### config.mk
export PLATFORM = sky130hd
export DESIGN_NAME = spi_slave_io
export DESIGN_NICKNAME = d
export VERILOG_FILES = /design/src/rtl/spi_slave_io.sv
export SDC_FILE = /design/constraint.sdc
export NUM_CORES = 1
export LEC_CHECK = 0
export ABC_AREA = 0
export CAP_MARGIN = 15
export CORE_ASPECT_RATIO = 1.4
export CORE_MARGIN = 3
export CORE_UTILIZATION = 50
export CTS_CLUSTER_SIZE = 25
export DETAILED_ROUTE_END_ITERATION = 12
export PLACE_DENSITY = 0.73
export SETUP_SLACK_MARGIN = 0.4
export SYNTH_ARGS = -nofsm -noshare
export SYNTH_HDL_FRONTEND = slang
export SYNTH_SLANG_ARGS = --single-unit
### constraint.sdc
create_clock -name clk -period 2.1 [get_ports clk]
set_input_delay 0.525 -clock clk [delete_from_list [all_inputs] [get_ports clk]]
set_output_delay 0.525 -clock clk [all_outputs]
set_load 0.05 [all_outputs]
### src/rtl/spi_slave_io.sv
// SPI mode-0 slave with a CPU register interface: status/control at $0, data at $1.
// SPI inputs are resynchronised to clk; all shifting happens on detected sck edges.
module spi_slave_io (
  input  logic       clk,
  input  logic       rst,
  input  logic [2:0] AD,
  input  logic [7:0] DI,
  output logic [7:0] DO,
  input  logic       rw,
  input  logic       cs,
  output logic       irq,
  input  logic       ss_n,
  input  logic       sck,
  input  logic       mosi,
  output logic       miso,
  output logic       miso_oe
);

  typedef enum logic {StIdle, StActive} state_e;

  state_e     state_q;
  logic       ss_s1_q, ss_s2_q, ss_prev_q;
  logic       sck_s1_q, sck_s2_q, sck_prev_q;
  logic       mosi_s1_q, mosi_s2_q;
  logic [7:0] rx_shift_q, rx_data_q, tx_shift_q, tx_buf_q;
  logic [2:0] bit_cnt_q;
  logic       rdy_q, ovr_q, txe_q, ie_q;

  logic       sck_rise, sck_fall, ss_fall, ss_rise;
  logic       rd, wr_reg0, wr_reg1, rd_reg1;
  logic       byte_done, load;
  logic [7:0] load_byte, status;

  always_ff @(posedge clk or negedge rst) begin
    if (!rst) begin
      ss_s1_q    <= 1'b1;
      ss_s2_q    <= 1'b1;
      ss_prev_q  <= 1'b1;
      sck_s1_q   <= 1'b0;
      sck_s2_q   <= 1'b0;
      sck_prev_q <= 1'b0;
      mosi_s1_q  <= 1'b0;
      mosi_s2_q  <= 1'b0;
    end else begin
      ss_s1_q    <= ss_n;
      ss_s2_q    <= ss_s1_q;
      ss_prev_q  <= ss_s2_q;
      sck_s1_q   <= sck;
      sck_s2_q   <= sck_s1_q;
      sck_prev_q <= sck_s2_q;
      mosi_s1_q  <= mosi;
      mosi_s2_q  <= mosi_s1_q;
    end
  end

  always_comb begin
    sck_rise  = sck_s2_q & ~sck_prev_q;
    sck_fall  = ~sck_s2_q & sck_prev_q;
    ss_fall   = ~ss_s2_q & ss_prev_q;
    ss_rise   = ss_s2_q & ~ss_prev_q;
    rd        = cs & rw;
    wr_reg0   = cs & ~rw & (AD == 3'd0);
    wr_reg1   = cs & ~rw & (AD == 3'd1);
    rd_reg1   = rd & (AD == 3'd1);
    // A deselect takes priority over any sck edge seen in the same cycle.
    byte_done = (state_q == StActive) & ~ss_rise & sck_rise & (bit_cnt_q == 3'd7);
    load      = ((state_q == StIdle) & ss_fall) | byte_done;
    load_byte = txe_q ? 8'hFF : tx_buf_q;
    status    = {rdy_q, ovr_q, txe_q, (state_q == StActive), 3'b000, ie_q};
  end

  always_ff @(posedge clk or negedge rst) begin
    if (!rst) begin
      state_q    <= StIdle;
      DO         <= 8'h00;
      rx_shift_q <= 8'h00;
      rx_data_q  <= 8'hFF;
      tx_shift_q <= 8'hFF;
      tx_buf_q   <= 8'hFF;
      bit_cnt_q  <= 3'd0;
      rdy_q      <= 1'b0;
      ovr_q      <= 1'b0;
      txe_q      <= 1'b1;
      ie_q       <= 1'b0;
    end else begin
      if (rd) begin
        unique case (AD)
          3'd0:    DO <= status;
          3'd1:    DO <= rx_data_q;
          default: DO <= 8'h00;
        endcase
      end

      if (wr_reg0) ie_q <= DI[0];
      if (wr_reg0 && DI[6]) ovr_q <= 1'b0;

      // A completing byte beats a concurrent $1 read: RDY stays set, no overrun.
      if (byte_done) begin
        rx_data_q <= {rx_shift_q[6:0], mosi_s2_q};
        rdy_q     <= 1'b1;
        if (rdy_q && !rd_reg1) ovr_q <= 1'b1;
      end else if (rd_reg1) begin
        rdy_q <= 1'b0;
      end

      // Load sees pre-write tx_buf/TXE; a same-cycle $1 write stays pending.
      if (load) begin
        tx_shift_q <= load_byte;
        txe_q      <= 1'b1;
      end
      if (wr_reg1) begin
        tx_buf_q <= DI;
        txe_q    <= 1'b0;
      end

      unique case (state_q)
        StIdle: begin
          if (ss_fall) begin
            state_q   <= StActive;
            bit_cnt_q <= 3'd0;
          end
        end
        StActive: begin
          if (ss_rise) begin
            state_q   <= StIdle;
            bit_cnt_q <= 3'd0;
          end else if (sck_rise) begin
            rx_shift_q <= {rx_shift_q[6:0], mosi_s2_q};
            bit_cnt_q  <= bit_cnt_q + 3'd1;
          end else if (sck_fall && (bit_cnt_q != 3'd0)) begin
            tx_shift_q <= {tx_shift_q[6:0], 1'b1};
          end
        end
        default: state_q <= StIdle;
      endcase
    end
  end

  assign miso    = (state_q == StActive) ? tx_shift_q[7] : 1'b1;
  assign miso_oe = (state_q == StActive);
  assign irq     = ie_q & rdy_q;

endmodule

* Yosys cells after proc, flatten, opt, wreduce, memory -nomap -nowiden *
Cells that the tools add are included.

storage, ports and cells
  register bits = 55
  logic and storage cells = 78

cells by class
  bitwise logic cells = 22
  reduce and logical (&&, ||, !) cells = 10
  equal/unequal tests = 4
  muxes and demuxes = 22
  add/sub/neg operators = 1

operators with widths
  operator                                                                  number
  8-bit 2-to-1 mux                                                          6
  8-bit one-hot mux with 2 select lines                                     1
  1-bit bitwise AND                                                         14
  1-bit 2-to-1 mux                                                          10
  3-bit 2-to-1 mux                                                          3
  1-bit NOT                                                                 7
  3-bit one-hot mux with 2 select lines                                     1
  2-bit nonzero test                                                        2
  3-bit by 1-bit adder with 3-bit output (second input constant)            1
  3-bit by 1-bit equality test with 1-bit output (second input constant)    1
  3-bit equality test (second input constant)                               1
  1-bit logical AND                                                         3
  3-bit logical NOT                                                         1
  3-bit by 1-bit inequality test with 1-bit output (second input constant)  1
  3-bit AND reduction                                                       1
  3-bit nonzero test                                                        1
  2-bit inequality test (second input constant)                             1
  1-bit one-hot mux with 2 select lines                                     1
  2-bit AND reduction                                                       1
  1-bit logical NOT                                                         1
  1-bit OR                                                                  1

* Longest topological paths before layout *
Gate-level depths: netlist of the first run.

  depth after elaboration = 12
  depth in mapped cells = 6
  depth with buffers taken out = 6

* Worst setup path before layout of the first run *
OpenSTA, ideal clock, no wires.

  path type = register -> register
  from = register state_q, in the netlist miso_oe
  to = register rx_shift_q[0]
  clock period less this slack = 1,772 ps
  setup time = 125 ps
  arrival time = 1,647 ps
  data required time = 1,975 ps
  stages on the path, launching flop included = 5
  setup slack = 328 ps
  path through = dfrtp_1 -> inv_2 -> nor3b_4 -> buf_4 -> mux2_2

on the way
  longest elaborated chain between the ends = 1

ends and longest elaborated chain
  item                           RTL line  source
  from (decl)                    21        state_e state_q;
  from (signal assigned)         74        state_q <= StIdle;
  from (signal assigned)         119       state_q <= StActive;
  from (signal assigned)         125       state_q <= StIdle;
  3-bit AND reduction (no line)  -
  to (signal assigned)           128       rx_shift_q <= {rx_shift_q[6:0], mosi_s2_q};
  to (decl)                      25        logic [7:0] rx_shift_q, rx_data_q, tx_shift_q, tx_buf_q;

Every way passes these cells.
A chain may end at the register's enable or synchronous reset.

* Worst setup path after layout of the first run *
  from = register state_q, in the netlist miso_oe
  to = output miso

on the way
  longest elaborated chain between the ends = 1

ends and longest elaborated chain
  item              RTL line  source
  1-bit 2-to-1 mux  139       assign miso = (state_q == StActive) ? tx_shift_q[7] : 1'b1;
  to (decl)         15        output logic miso,

Every way passes these cells.

==> results of run 1 <==
==> flip-flops by register name, summed over array words and instances, names as in the netlist, 3 cells and up <==
| signal | cells |
|---|---|
| tx_shift_q | 8 |
| DO | 8 |
| tx_buf_q | 8 |
| rx_data_q | 8 |
| rx_shift_q | 7 |
| bit_cnt_q | 3 |
==> worst reg2reg max path, delay by kind of cell, from the launching register on <==
kind | cells | cell delay (ps)
flip-flops | 1 | 390
adder cells (fa/ha/maj) | 2 | 340
buffers and inverters | 1 | 150
AO/OA/AOI/OAI | 2 | 470
AND/OR/NAND/NOR | 2 | 170
==> metrics by stage <==
| stage | setup WS [ps] | util |
|---|---|---|
| 2_1_floorplan | 515.9 | - |
| 3_3_place_gp | 153.1 | 0.6211 |
| 3_5_place_dp | 71.85 | 0.6211 |
| 4_1_cts | 376.7 | 0.6591 |
| 5_1_grt | 359.3 | 0.6786 |
| 6_report | 442.3 | 0.6786 |
==> synthesized netlist by cell type (2+ instances only) <==
cell type and n:
a22o_1 5, nor3_1 9, inv_1 9, nor2_1 10, a222oi_1 5, nand2_1 10, nand2b_1 2, dfrtp_1 27
mux2_4 8, mux2_2 17, dfstp_2 28, o31ai_1 7, ha_1 3
==> logic make-up (layout without fill, tap and decap cells) <==
| logic type | count (synthesis) | in the layout | synth area share |
|---|---|---|---|
| AO/OA/AOI/OAI | 24 | 24 | 0.09824 |
| adder cells (fa/ha/maj) | 3 | 3 | 0.01602 |
| buffers and inverters | 13 | 65 | 0.02562 |
| AND/OR/NAND/NOR | 46 | 46 | 0.1249 |
| multiplexers | 25 | 25 | 0.1329 |
| flip-flops | 55 | 55 | 0.6022 |
==> worst paths after layout <==
| path | start | end | slack [ps] | cells after the start |
|---|---|---|---|---|
| worst max-delay path | miso_oe | miso | 440 | 2 |
| worst min-delay path | rst | miso_oe | 200 | 2 |
| worst max register to register | bit_cnt_q[1] | tx_shift_q[3] | 490 | 7 |
| worst min register to register | sck_s1_q | sck_s2_q | 360 | 0 |
| max in group asynchronous | rst | tx_buf_q[3] | 1600 | 2 |
| min in group clk | sck_s1_q | sck_s2_q | 360 | 0 |
==> area by class of cell <==
type / count / area (um2)
clock inverters: 3 / 38.79
repair buffers: 47 / 434.2
multi-input cells: 98 / 904.6
fillers: 330 / 1408
clock buffers: 5 / 68.82
well taps: 60 / 75.07
flip-flops and latches: 55 / 1413
inverters: 10 / 37.54
==> metal layers <==
metal / routed length (um) / track usage / part of all wire
met5: 0 / 0 / 0
met4: 100 / 0.08448 / 0.022
met3: 168 / 0.04780 / 0.036
met2: 2589 / 0.3123 / 0.56
met1: 1792 / 0.2067 / 0.39
==> where the power goes <==
| part | switching, W | internal (W) | total [W] |
|---|---|---|---|
| sequential | 0.000112 | 0.00128 | 0.00139 |
| clock | 0.000327 | 0.000349 | 0.000677 |
| combinational | 0.000188 | 0.000205 | 0.000393 |
==> what timing repair did <==
action,in CTS,in global routing
gates resized for setup,22,9
pin swaps,2,6
setup buffers,6,6
gates cloned,0,1
endpoints found under the setup margin,15,29
==> flow_summary.toml, run 1 <==
[critical_path]
start_kind = "flip-flop"
crit_family = "flip-flops"
crit_arrival_ps = 1130
timing_worst_setup_path_type = "flip-flop to output pin"
cp_max_fo = 5
crit_buf_inv = 1
end_kind = "output pin"
cp_slowest_stage_delay_ps = 420
critPathSlowestCell = "dfrtp_2"
critPathRequiredTime_ps = 1570
crit_chain = "or2b_1, buf_6"

[route]
wl_per_cell_um = 16.73
viasPerCell = 5.406
drt_iter0_drc = 70
dr.pass1.iters = 5
num_vias = 1503
finalWirelength_mm = 4.651
ant_nets = 0
drcViolationCount = 0

[power_and_ir_drop]
peakVddDrop_mv = 0.5273
fin_total_pwr_w = 0.002458
leakagePower_nw = 1.331
power.density_nw_per_um2 = 827.1

[global_routing]
grt_pass1_vias = 1636
antenna_found_initial = 0
grt_pass1_wl_mm = 7.693
grtUsageTotal = 0.1806
grt_max_degree = 56
grt_overflow_total = 0

[synthesis]
synth.yosys.warnings = 0
synth_top_area_frac = 0.3139
synth_area_per_cell_um2 = 14.12
synth_cell_types = 39
synth_edf_count = 0
synth_seq_cells = 55
synth_flop_cell = "dfstp_2"
syn_nets = 187
synthArstFlopShare = 1.000
post-synth-top-area-cell = "dfstp_2"
yosys-top-cells-area = "dfstp_2 (31%), dfrtp_1 (29%), mux2_2 (8.2%)"
synthesis.area_um2 = 2343
synth-seq-area-share = 0.6022
synth_cells = 166

[sta]
drv_slew = 0
hold_slack_ps = 202.0
clock_skew_ps = 4.174
period_minus_slack_ps = 1658
rsz0062_at_grt = "true"
finalHoldViolCount = 0
fin_setup_tns_ps = 0
worst_pin_slew_ps = 298.7
setup_viol = 0
period_share = 0.7894
relSlewSlack = 0.8008
timing.fmax_ghz = 0.6033

[floorplanning]
initial_utilization = 0.5351
die_area_um2 = 5556
die_h_um = 87.01
fp-row-count = 28
dieWidth_um = 63.86
io_pins = 29
fp.coreArea_um2 = 4379

[cells_and_area]
layout_commonest_cell = "dfstp_2"
drive_above_1_share = 0.4954
antenna_cells = 0
final_cells = 278
layout_common_cells = "dfstp_2 (28), dfrtp_1 (26), buf_4 (18)"
final_nets = 238
fin_area_um2 = 2972
area_delta_synth_final_pct = 26.80

[flow_run]
cap_violations = 0

[worst_hold_path]
hold_class = "input port to asynchronous set/reset pin"

[cts]
cts_tree = "done"
clk_latency_ps = 300
cts_hold_buf = 0
cts.path.max_buffers = 2
numCtsBuffers = 5
htreeDepth = 2
cts.sinks = 55
root_buffer = "clkbuf_8"
path_clk_slew_ps = 90

[place]
dpl.hpwl_mm = 3.199
place_area_um2 = 2720
gp_congestion = 0.7347
io_buffers = 28
dp.cells = 257

[outcome]
status = "finished, final reports clean"
(Power assumes the default switching activity.)
==> inputs of run 2 (changes only) <==
- CORE_UTILIZATION: 50 -> 49
- PLACE_DENSITY: 0.73 -> 0.75
- clock period: 2.1 -> 1.5 ns (I/O delays scaled with it)
==> flow_summary.toml, run 2 (synthesized netlist as in run 1, its figures left out) <==
[sta]
setup_viol = 28
period_minus_slack_ps = 1642
fin_setup_tns_ps = -2332
clock_skew_ps = 9.286
timing.fmax_ghz = 0.6090
period_share = 1.095
worst_pin_slew_ps = 378.7
setup_ws_ps = -141.9
drv_slew = 0
finalHoldViolCount = 0
relSlewSlack = 0.7457
rsz0062_at_grt = "true"

[global_routing]
grt_pass1_vias = 1874
grtUsageTotal = 0.2296
grt_overflow_total = 0
antenna_found_initial = 0
grt_pass1_wl_mm = 9.646
grt_max_degree = 56

[place]
io_buffers = 28
dpl.hpwl_mm = 3.458
dp.cells = 276
gp_congestion = 0.7953
place_area_um2 = 3049

[cts]
cts.sinks = 55
cts_tree = "done"
root_buffer = "clkbuf_8"
numCtsBuffers = 5
cts.path.max_buffers = 2
clk_latency_ps = 310
path_clk_slew_ps = 100
htreeDepth = 2

[power_and_ir_drop]
peakVddDrop_mv = 0.7479
leakagePower_nw = 1.598
power.density_nw_per_um2 = 1063

[route]
drcViolationCount = 0
num_vias = 1727
drt_iter0_drc = 132
ant_nets = 0
dr.pass1.iters = 4
wl_per_cell_um = 20.62
viasPerCell = 5.625
finalWirelength_mm = 6.330

[critical_path]
critPathRequiredTime_ps = 1740
timing_worst_setup_path_type = "flip-flop to flip-flop"
r2r_end = "tx_shift_q[4]"
reg2reg_from = "bit_cnt_q[1]"
end_kind = "flip-flop"
cp_max_fo = 8
start_kind = "flip-flop"
rrSetupSlack_ps = -140
r2r_cells = 6
crit_arrival_ps = 1880

[cells_and_area]
nFillCells = 259
layout_common_cells = "dfstp_2 (28), dfrtp_1 (26), buf_4 (24)"
final_nets = 265
area_delta_synth_final_pct = 52.38
final_cells = 307
antenna_cells = 0
fin_area_um2 = 3571
layout_commonest_cell = "dfstp_2"
drive_above_1_share = 0.6367

[outcome]
violations = "negative setup slack"
status = "finished with violations"

[flow_run]
cap_violations = 0

[floorplanning]
fp.coreArea_um2 = 4572
initial_utilization = 0.5126
die_h_um = 87.83
dieWidth_um = 64.45
die_area_um2 = 5660
io_pins = 29
fp-row-count = 29

[worst_hold_path]
hold_class = "input port to asynchronous set/reset pin"
## run 2: critical path, stage by stage, from the launching register on
cell,delay [ps]
dfrtp_1,380
ha_2,200
ha_4,130
nand3b_1,150
o31a_4,380
nor3_1,220
o31ai_1,110
## run 2: area by class of cell
type	instances	area, um2	area share
inverters	10	40.04	0.01121
multi-input cells	100	1105	0.3094
repair buffers	72	824.5	0.2309
flip-flops and latches	55	1413	0.3956
clock inverters	3	42.54	0.01191
well taps	62	77.57	0.02172
clock buffers	5	68.82	0.01927
## run 2: per-layer routing
metal / track usage / up-vias / share of wire / wire length, um
li1: - / 755 / - / -
met1: 0.2542 / 903 / 0.37 / 2341
met2: 0.4333 / 55 / 0.57 / 3578
met3: 0.04365 / 14 / 0.036 / 230
met4: 0.08462 / 0 / 0.028 / 180
met5: 0 / - / 0 / 0
## run 2: stage by stage
stage | total power [W] | hold WS [ps] | setup slack [ps] | utilization
after global placement | 0.002586 | 333.3 | -358.5 | 0.6669
after CTS | 0.003723 | 49.90 | -148.5 | 0.7581
after global routing | 0.003972 | 47.28 | -231.4 | 0.7811
after detailed placement | 0.002636 | 339.7 | -410.7 | 0.6669
final | 0.003797 | 44.00 | -141.9 | 0.7811
after floorplan | 0.002308 | 79.41 | -2.620 | -
## run 2: worst max-delay path by stage
stage,start,endpoint,slack (ps),cells past startpoint
after detailed placement,rw,tx_buf_q[5],-410,5
after floorplan,miso_oe,rx_shift_q[0],-3,4
after CTS,bit_cnt_q[1],tx_shift_q[2],-150,7
final,bit_cnt_q[1],tx_shift_q[4],-140,6
after global placement,rw,tx_buf_q[2],-360,5
after global routing,bit_cnt_q[1],tx_shift_q[4],-230,6
## run 2: power by group
group          internal [W]  switching, W
Sequential          0.00179      0.000198
Combinational      0.000480      0.000352
Clock              0.000498      0.000480
## run 2: repair_timing
| action | in CTS | in global routing |
|---|---|---|
| hold buffers | 0 | 0 |
| resized for setup | 51 | 24 |
| gates cloned | 4 | 0 |
| pin swaps | 14 | 9 |
| endpoints found under the setup margin | 57 | 53 |
| buffers inserted | 18 | 1 |
==> inputs of run 3 (changes only) <==
- CORE_UTILIZATION: 49 -> 50
- PLACE_DENSITY: 0.75 -> 0.73
- clock period: 1.5 -> 2.1 ns (I/O delays scaled with it)
==> results of run 3 <==
The final DEF is identical to that of run 1; final timing and power are the same.
